File: src/rtl/mem_access_unit.sv
// Purpose: memory-stage load/store unit; drives one req/ready bus transaction per RV32 load/store.
// Latency: a legal access stalls for 1 + (WAIT cycles); a zero-wait bus gives 2 stall cycles, then DONE.
// Backpressure: stall_out freezes the pipeline while the bus withholds bus_ready, up to TIMEOUT_CYCLES.
// Ports: clk/rst (sync, active-high); EX/MEM request in (mem_read_in, mem_write_in, funct3_in,
//        addr_in, store_data_in); MEM/WB data out (mem_rdata_out); pipeline control (stall_out);
//        error pulses (access_err, bus_err); data-memory bus (bus_req/we/addr/wdata/wstrb, bus_ready/rdata).
module mem_access_unit #(
    parameter int unsigned TIMEOUT_CYCLES = 255
) (
    input  logic        clk,
    input  logic        rst,
    input  logic        mem_read_in,
    input  logic        mem_write_in,
    input  logic [2:0]  funct3_in,
    input  logic [31:0] addr_in,
    input  logic [31:0] store_data_in,
    output logic [31:0] mem_rdata_out,
    output logic        stall_out,
    output logic        access_err,
    output logic        bus_err,
    output logic        bus_req,
    output logic        bus_we,
    output logic [31:0] bus_addr,
    output logic [31:0] bus_wdata,
    output logic [3:0]  bus_wstrb,
    input  logic        bus_ready,
    input  logic [31:0] bus_rdata
);

    typedef enum logic [1:0] {S_IDLE, S_WAIT, S_DONE} state_t;

    // Counter value seen in the last permitted WAIT cycle.
    localparam logic [15:0] TMO_LAST = 16'(TIMEOUT_CYCLES - 1);

    state_t      state_q, state_d;
    logic [15:0] cnt_q, cnt_d;
    logic [2:0]  f3_q, f3_d;
    logic [1:0]  off_q, off_d;
    logic [31:0] rdata_q, rdata_d;
    logic        req_q, req_d;
    logic        we_q, we_d;
    logic [31:0] addr_q, addr_d;
    logic [31:0] wdata_q, wdata_d;
    logic [3:0]  wstrb_q, wstrb_d;
    logic        aerr_q, aerr_d;
    logic        berr_q, berr_d;

    logic        access;
    logic        legal_code;
    logic        aligned;
    logic [31:0] st_wdata;
    logic [3:0]  st_wstrb;
    logic [31:0] ld_shift;
    logic [31:0] ld_data;

    // A simultaneous read and write is treated as a read.
    assign access = mem_read_in | mem_write_in;

    always_comb begin
        legal_code = 1'b0;
        if (mem_read_in) begin
            legal_code = funct3_in inside {3'b000, 3'b001, 3'b010, 3'b100, 3'b101};
        end else begin
            legal_code = funct3_in inside {3'b000, 3'b001, 3'b010};
        end
    end

    // funct3[1:0] encodes the size for both signed and unsigned variants.
    always_comb begin
        aligned = 1'b1;
        case (funct3_in[1:0])
            2'b01:   aligned = ~addr_in[0];
            2'b10:   aligned = (addr_in[1:0] == 2'b00);
            default: aligned = 1'b1;
        endcase
    end

    // Lane replication lets the bus pick the right byte lanes via wstrb alone.
    always_comb begin
        st_wdata = store_data_in;
        st_wstrb = 4'b1111;
        case (funct3_in[1:0])
            2'b00: begin
                st_wdata = {4{store_data_in[7:0]}};
                st_wstrb = 4'b0001 << addr_in[1:0];
            end
            2'b01: begin
                st_wdata = {2{store_data_in[15:0]}};
                st_wstrb = 4'b0011 << addr_in[1:0];
            end
            default: begin
                st_wdata = store_data_in;
                st_wstrb = 4'b1111;
            end
        endcase
        if (mem_read_in) begin
            st_wdata = '0;
            st_wstrb = 4'b0000;
        end
    end

    // Load alignment uses the size/offset latched at issue.
    assign ld_shift = bus_rdata >> {off_q, 3'b000};

    always_comb begin
        case (f3_q)
            3'b000:  ld_data = {{24{ld_shift[7]}}, ld_shift[7:0]};
            3'b001:  ld_data = {{16{ld_shift[15]}}, ld_shift[15:0]};
            3'b100:  ld_data = {24'h0, ld_shift[7:0]};
            3'b101:  ld_data = {16'h0, ld_shift[15:0]};
            default: ld_data = ld_shift;
        endcase
    end

    always_comb begin
        state_d   = state_q;
        cnt_d     = cnt_q;
        f3_d      = f3_q;
        off_d     = off_q;
        rdata_d   = rdata_q;
        req_d     = req_q;
        we_d      = we_q;
        addr_d    = addr_q;
        wdata_d   = wdata_q;
        wstrb_d   = wstrb_q;
        aerr_d    = 1'b0;
        berr_d    = 1'b0;
        stall_out = 1'b0;
        case (state_q)
            S_IDLE: begin
                if (access) begin
                    if (legal_code && aligned) begin
                        stall_out = 1'b1;
                        state_d   = S_WAIT;
                        req_d     = 1'b1;
                        we_d      = ~mem_read_in;
                        addr_d    = {addr_in[31:2], 2'b00};
                        wdata_d   = st_wdata;
                        wstrb_d   = st_wstrb;
                        cnt_d     = '0;
                        f3_d      = funct3_in;
                        off_d     = addr_in[1:0];
                    end else begin
                        aerr_d = 1'b1;
                    end
                end
            end
            S_WAIT: begin
                stall_out = 1'b1;
                cnt_d     = cnt_q + 16'd1;
                if (bus_ready) begin
                    req_d   = 1'b0;
                    state_d = S_DONE;
                    if (!we_q) begin
                        rdata_d = ld_data;
                    end
                end else if (cnt_q == TMO_LAST) begin
                    req_d   = 1'b0;
                    rdata_d = '0;
                    berr_d  = 1'b1;
                    state_d = S_DONE;
                end
            end
            // EX/MEM still holds the finished instruction here, so access is not looked at.
            S_DONE:  state_d = S_IDLE;
            default: state_d = S_IDLE;
        endcase
        if (rst) begin
            stall_out = 1'b0;
        end
    end

    always_ff @(posedge clk) begin
        if (rst) begin
            state_q <= S_IDLE;
            cnt_q   <= '0;
            f3_q    <= '0;
            off_q   <= '0;
            rdata_q <= '0;
            req_q   <= 1'b0;
            we_q    <= 1'b0;
            addr_q  <= '0;
            wdata_q <= '0;
            wstrb_q <= '0;
            aerr_q  <= 1'b0;
            berr_q  <= 1'b0;
        end else begin
            state_q <= state_d;
            cnt_q   <= cnt_d;
            f3_q    <= f3_d;
            off_q   <= off_d;
            rdata_q <= rdata_d;
            req_q   <= req_d;
            we_q    <= we_d;
            addr_q  <= addr_d;
            wdata_q <= wdata_d;
            wstrb_q <= wstrb_d;
            aerr_q  <= aerr_d;
            berr_q  <= berr_d;
        end
    end

    assign mem_rdata_out = rdata_q;
    assign access_err    = aerr_q;
    assign bus_err       = berr_q;
    assign bus_req       = req_q;
    assign bus_we        = we_q;
    assign bus_addr      = addr_q;
    assign bus_wdata     = wdata_q;
    assign bus_wstrb     = wstrb_q;

endmodule

File: config.mk
export PLATFORM = sky130hd
export DESIGN_NAME = mem_access_unit
export DESIGN_NICKNAME = d
export VERILOG_FILES = /design/src/rtl/mem_access_unit.sv
export SDC_FILE = /design/constraint.sdc
export NUM_CORES = 1
export LEC_CHECK = 0
export CAP_MARGIN = 20
export CORE_ASPECT_RATIO = 1.2
export CORE_MARGIN = 5
export CORE_UTILIZATION = 44
export DETAILED_ROUTE_END_ITERATION = 8
export PLACE_DENSITY = 0.81
export SLEW_MARGIN = 20
export SYNTH_ARGS = -nofsm -noshare
export SYNTH_HDL_FRONTEND = slang
export SYNTH_SLANG_ARGS = --single-unit
File: constraint.sdc
create_clock -name clk -period 3.1 [get_ports clk]
set_clock_uncertainty 0.15 [all_clocks]
set_input_delay 0.62 -clock clk [delete_from_list [all_inputs] [get_ports clk]]
set_output_delay 0.62 -clock clk [all_outputs]
set_load 0.01 [all_outputs]
==> impl_metrics.toml <==
[drt]
drt-wirelength-per-cell_um = 18.2
drtAntennaViolNets = 0
detailedRoute.firstIterationViolations = 371
dr.pass1.iters = 5
avgViaCountPerCell = 5.50
wirelength_um = 17900
drc_errors = 0
vias = 5405

[floorplanning]
i_o_pin_cnt = 209
fp.dieArea_um2 = 14500
row_count = 44
die_width_um = 111
floorplan.core_area_um2 = 12100
die_h_um = 131
initial_core_util_pct = 44.5

[clocking]
tritoncts_num_sinks = 125
clockBufferDepth = 2
cts_setup_buffers = 0
cts.root.buffer_cell = "sky130_fd_sc_hd__clkbuf_16"
tritoncts = "done"
clock_latency_on_the_worst_skew_pair_ns = 0.41
cts-htree-levels = 4
cts.reportedPaths.clkPinSlew_ns = 0.05
cts_made_buffers = 17

[grt]
first_global_vias = 5528
groute.layer.met1.usage_pct = 25.4
grt.overflow.total = 0
grt_first_pass_wirelength_um = 27800
number_of_antenna_violations_at_the_first_check_in_global_routing = 1
grt_start_max_net_pins = 45
gr-usage-met3_pct = 10.7
global_route.usage.met2_pct = 42.4
globalRouteTotalUtil_pct = 24.0
busiest_layer = "met2"

[place]
placer_s_final_routability_congestion_estimate = 0.873
placedCellCount = 950
post-dp-hpwl_um = 13400
buffer_ports.inserted = 206

[critical_path]
worst_setup_path_start_kind = "primary input"
r2r-start = "cnt_q[0]$_SDFFE_PP0P_"
reg2reg_slack_ns = 0.57
crit_path_max_incr_delay_ns = 0.51
crit-reg2reg-capture = "mem_rdata_out[20]$_SDFFE_PP0P_"
data_arrival_critical_path_ns = 2.24
setup.worst_path.end_class = "primary output"
reg2regPathDepth = 7
cp_data_required_time_ns = 2.33
crit_fanout = 3
worstPathCellList = "clkdlybuf4s50_1, ha_2, or3b_4, nand3_2, a31oi_2, nor2_2, buf_2"
timing_worst_setup_path_type = "primary input to primary output"
worst_path_max_delay_cell = "sky130_fd_sc_hd__clkdlybuf4s50_1"

[final_layout]
utilization_pct = 68.2
leading_cell_types_in_the_layout_fill_and_taps_excluded = "sky130_fd_sc_hd__clkdlybuf4s50_1, sky130_fd_sc_hd__dfxtp_1, sky130_fd_sc_hd__nand2_1, sky130_fd_sc_hd__a21oi_1, sky130_fd_sc_hd__o21ai_0"
area.sequential_um2 = 2500
fraction_of_layout_instances_using_a_drive_strength_above_1_pct = 11.8
num-fill-cells = 949
insertedDiodeCount = 0
most_common_cell_after_layout_fill_and_taps_aside = "sky130_fd_sc_hd__clkdlybuf4s50_1"
finalNonFillerCells = 982
multi_input_comb_area_um2 = 2610
design.final.nets = 917
synthToLayoutAreaGrowth_pct = 53.3

[worst_hold_path]
hold_start = "bus_wdata[25]$_SDFFE_PP0P_"
hold_path_class = "flip-flop to flip-flop"
worst_hold_path.endpoint = "bus_wdata[25]$_SDFFE_PP0P_"
whs_path_cells = 2

[synthesis]
syn_avg_cell_area_um2 = 8.97
yosys_most_used_dff = "sky130_fd_sc_hd__dfxtp_1"
synth_edf_count = 0
postSynthRegisterBits = 125
synth_async_sr_flop_share_pct = 0
synth.yosys.warnings = 0
synth_area_um2 = 5370
yosysSeqAreaShare_pct = 46.6
ys_types = 54
post_synth_inst_count = 598

[timing]
timing.final.setup_violations = 0
final_period_minus_worst_setup_slack_ns = 3.01
fmax_ghz = 0.332
rsz0062_at_grt = "false"
fin_crit_sh_pct = 97.1
final_number_of_max_transition_violations = 0
hold_violations = 0
slew_headroom_pct = 39.5
slew_worst_pin_ns = 0.905

[pwr]
power_density_over_the_cells_nw_per_um2 = 503
vdd.ir_drop.worst_v = 0.000360
cellLeakagePower_nw = 2.99

[run_status]
outcome = "completed"

[job]
max-cap-violations = 0
-- power by group --
group	total, W	switching [W]	leakage [nW]	internal [W]
logic	0.000651	0.000312	1.72	0.000339
registers	0.00171	0.0000388	1.01	0.00167
clock network	0.00178	0.000744	0.254	0.00104
-- synth_stat cells (5+ instances only) --
cell	n	area share, %
sky130_fd_sc_hd__buf_2	13	1.2
sky130_fd_sc_hd__inv_1	16	1.1
sky130_fd_sc_hd__o21ai_2	9	1.5
sky130_fd_sc_hd__or3_1	11	1.3
sky130_fd_sc_hd__nand3_1	7	0.65
sky130_fd_sc_hd__mux2i_1	23	4.3
sky130_fd_sc_hd__a22o_1	27	4.4
sky130_fd_sc_hd__nor2_1	12	0.84
sky130_fd_sc_hd__a21oi_1	61	5.7
sky130_fd_sc_hd__clkbuf_1	24	1.7
sky130_fd_sc_hd__nand4_1	5	0.58
sky130_fd_sc_hd__mux2_2	8	1.7
sky130_fd_sc_hd__a22oi_1	8	1.1
sky130_fd_sc_hd__dfxtp_1	125	47
sky130_fd_sc_hd__o21ai_0	45	4.2
sky130_fd_sc_hd__o2bb2ai_1	9	1.5
sky130_fd_sc_hd__a21boi_0	8	1.1
sky130_fd_sc_hd__ha_1	5	1.2
sky130_fd_sc_hd__nand2_1	112	7.8
sky130_fd_sc_hd__a221o_1	16	3.0
-- worst max path at each step --
| stage | from | end | depth (start not counted) |
|---|---|---|---|
| 4_1_cts | funct3_in[1] | stall_out | 7 |
| 6_report | funct3_in[1] | stall_out | 7 |
| 3_5_place_dp | funct3_in[1] | stall_out | 7 |
| 3_3_place_gp | funct3_in[0] | stall_out | 8 |
| 2_1_floorplan | funct3_in[1] | stall_out | 8 |
| 5_1_grt | funct3_in[0] | stall_out | 8 |
-- per-layer routing --
| metal | vias up | share of wire [%] |
|---|---|---|
| met1 | 2548 | 38 |
| li1 | 2569 | - |
| met2 | 256 | 50 |
| met5 | - | 0.073 |
| met3 | 30 | 9.4 |
| met4 | 2 | 2.7 |
-- through the flow --
step / worst slack, ns / hold slack, ns / setup TNS (ns) / instance area (um2) / power (W)
4_1_cts: 0.0212 / 0.304 / 0 / 8220 / 0.00415
2_1_floorplan: 0.442 / 0.305 / 0 / 5370 / 0.00202
3_5_place_dp: -0.405 / 0.296 / -1.19 / 7680 / 0.00238
6_report: 0.0911 / 0.303 / 0 / 8230 / 0.00414
3_3_place_gp: -0.358 / 0.289 / -0.358 / 7680 / 0.00237
5_1_grt: 0.000409 / 0.319 / 0 / 8230 / 0.00430
-- cell type report --
| type | instances | share of cell area (%) |
|---|---|---|
| Clock buffer | 18 | 5.34 |
| Clock inverter | 14 | 1.19 |
| Inverter | 16 | 0.730 |
| Multi-Input combinational cell | 413 | 31.7 |
| Sequential cell | 125 | 30.4 |
| Tap cell | 161 | 2.45 |
| Timing Repair Buffer | 235 | 28.2 |
-- what timing repair did --
item	in CTS	in global routing
hold buffers	0	0
setup endpoints to repair	1	1
endpoints found under the hold margin	0	0
pin swaps	1	0
gates cloned	0	0
resized for setup	7	2
-- registers in the layout, summed over array words and instances (netlist names) --
signal and count:
bus_addr 30, cnt_q 16, state_q 2, f3_q 3, bus_wstrb 4, bus_we 1
bus_err 1, off_q 2, bus_wdata 32, access_err 1, bus_req 1, mem_rdata_out 32
-- critical path, delay by kind of cell --
| family | cells | cell delay, ns |
|---|---|---|
| buffers and inverters | 2 | 0.66 |
| and+or+nand+nor | 3 | 0.64 |
| adders and majority gates | 1 | 0.20 |
| AOI/OAI and AO/OA | 1 | 0.12 |
-- cells by family after synthesis --
logic type,synth area share (%)
AOI/OAI and AO/OA,25.0
and+or+nand+nor,15.4
DFF,46.6
buffers and inverters,5.27
muxes,6.39
adders and majority gates,1.17
other,0.0699
Note: power is estimated with default switching activity, not from simulation.
==> RTL edit (same settings) <==
Encoding of `state_t`: now one-hot (3 bits for 3 states).
--- a/src/rtl/mem_access_unit.sv
+++ b/src/rtl/mem_access_unit.sv
@@ -28,5 +28,5 @@
 );
 
-    typedef enum logic [1:0] {S_IDLE, S_WAIT, S_DONE} state_t;
+    typedef enum logic [2:0] {S_IDLE = 3'b001, S_WAIT = 3'b010, S_DONE = 3'b100} state_t;
 
     // Counter value seen in the last permitted WAIT cycle.
Check against the original RTL: no difference found for any inputs over 4 cycles, from zero or initial values and one cycle with rst high; so few cycles prove little.
==> RTL edit against the unedited design <==
Routed wire length is 1.9% higher. Sequential cell count is 1 higher. Total power is 13% higher. Final cell count is 11% higher. First-iteration DRC count is 22% lower. Cell area is 15% higher. Setup slack better by 44 ps. Die area is 20% higher. Area after synthesis is 22% higher. Via count is 5.4% higher. Critical endpoint unchanged. Largest cell class unchanged.
==> RTL edit: results (changes against the unedited design) <==
{
  "min_delay_path_depth": {"value": 2, "change": "unchanged"},
  "nets": {"value": 980, "change": "was 917"},
  "worst_max_slew_pin_slew": {"value": 744, "unit": "ps", "change": "was 905 ps"},
  "route.vias.total": {"value": 5695, "change": "was 5,405"},
  "grt_pass1_wl": {"value": 28.2, "unit": "mm", "change": "was 27.8 mm"},
  "grt_util_all_layers": {"value": 20.2, "unit": "%", "change": "was 24.0%"},
  "detailedRoute.firstIterationViolations": {"value": 291, "change": "was 371"},
  "synth_cell_types": {"value": 63, "change": "was 54"},
  "synth_area_leaders": {"value": "dfxtp_1, mux2i_1, nand2b_1, a22o_1, mux2_2", "change": "was dfxtp_1, nand2_1, a21oi_1, a22o_1, mux2i_1"},
  "seq_area_frac_synth": {"value": 38.5, "unit": "%", "change": "was 46.6%"},
  "run_status": {"value": "finished clean", "change": "unchanged"},
  "detailedRoute.firstPassIterationCount": {"value": 4, "change": "was 5"},
  "final_layout_size_suffix_gt1_share": {"value": 14.4, "unit": "%", "change": "was 11.8%"},
  "worst-r2r-cell-count": {"value": 6, "change": "was 7"},
  "post_dp_hpwl": {"value": 13.2, "unit": "mm", "change": "was 13.4 mm"},
  "worstPathMaxFanout": {"value": 4, "change": "was 3"},
  "yosys_warnings": {"value": 0, "change": "unchanged"},
  "leakagePower": {"value": 3.50, "unit": "nW", "change": "was 2.99 nW"},
  "number_of_antenna_violations_at_the_first_check_in_global_routing": {"value": 0, "change": "was 1"},
  "largest_net_degree_at_the_start_of_global_routing": {"value": 98, "change": "was 45"},
  "first_global_vias": {"value": 5606, "change": "was 5,528"},
  "aggregate_routed_wire_length": {"value": 18.2, "unit": "mm", "change": "was 17.9 mm"},
  "ranking_of_synthesized_cells_by_instance_count": {"value": "dfxtp_1, nand2b_1, mux2i_1", "change": "was dfxtp_1, nand2_1, a21oi_1"},
  "timing.critical_path.arrival": {"value": 2190, "unit": "ps", "change": "was 2240 ps"},
  "cts_repair_resize_count": {"value": 8, "change": "was 7"},
  "cts.root.buffer_cell": {"value": "clkbuf_16", "change": "unchanged"},
  "ff2ff_setup_slack": {"value": 910, "unit": "ps", "change": "was 570 ps"},
  "cp_slowest_cell": {"value": "a211o_2", "change": "was clkdlybuf4s50_1"},
  "placed_cell_area": {"value": 0.00884, "unit": "sq mm", "change": "was 0.00768 sq mm"},
  "place_congestion": {"value": 0.866, "change": "was 0.873"},
  "post-route-period-util": {"value": 95.6, "unit": "%", "change": "was 97.1%"},
  "stage_delay_of_the_slowest_cell_on_the_critical_path": {"value": 320, "unit": "ps", "change": "was 510 ps"},
  "power.ir.vdd_worst": {"value": 0.267, "unit": "mV", "change": "was 0.360 mV"},
  "n_fill_cell": {"value": 1256, "change": "was 949"},
  "synth_async_sr_flop_share": {"value": 0, "unit": "%", "change": "unchanged"}
}
-- RTL edit: final cells by class --
cell class / count / area (sq um) / share of cell area [%]
multi-input combinational: 486 / 3720 / 39.3
sequential: 126 / 2520 / 26.6
timing repair buffer: 235 / 2330 / 24.5
clock buffer: 17 / 425 / 4.49
tap: 204 / 255 / 2.69
clock inverter: 15 / 208 / 2.19
inverter: 5 / 18.8 / 0.198
-- RTL edit: cell families (layout without fill, tap and decap cells) --
family	after synthesis	in the layout	share of synthesized area (%)
AO/OA/AOI/OAI	133	133	15.0
XOR/XNOR	9	9	1.20
adder cells (fa/ha/maj)	5	5	0.954
buffers and inverters	62	272	5.13
flip-flops	126	126	38.5
multiplexers	108	108	17.4
other	1	2	0.0572
AND/OR/NAND/NOR	229	229	21.8
-- RTL edit: stage by stage --
stage / setup WS, ps / hold WS (ps) / util, % / std cells
2_1_floorplan: 344 / 307 / - / 674
3_3_place_gp: -391 / 309 / 59.6 / 1056
3_5_place_dp: -471 / 315 / 59.6 / 1056
4_1_cts: 134 / 326 / 63.9 / 1088
5_1_grt: 60.3 / 347 / 63.9 / 1088
6_report: 135 / 321 / 63.9 / 1088
-- RTL edit: power groups by stage --
stage	sequential (mW)	combinational (mW)	clock, mW
after floorplan	1.77	0.402	0
after global placement	1.75	0.775	0
after detailed placement	1.75	0.782	0
after CTS	1.72	0.787	2.20
after global routing	1.72	0.838	2.28
final	1.72	0.783	2.16
-- RTL edit: worst paths after layout --
path | to | from
setup / recovery | stall_out | funct3_in[1]
hold / removal | bus_addr[23] | bus_addr[23]
setup reg to reg | mem_rdata_out[20] | cnt_q[1]
hold reg to reg | bus_addr[23] | bus_addr[23]
-- RTL edit: layer usage --
metal	track usage [%]	part of all wire, %
met4	7.08	2.0
met2	33.9	49
met5	0	0
met1	23.5	40
met3	7.91	8.9
-- RTL edit: tightest hold or removal path, stage by stage (launching register included) --
cell	delay (ps)
dfxtp_1	310
nand2b_1	60
mux2i_1	60
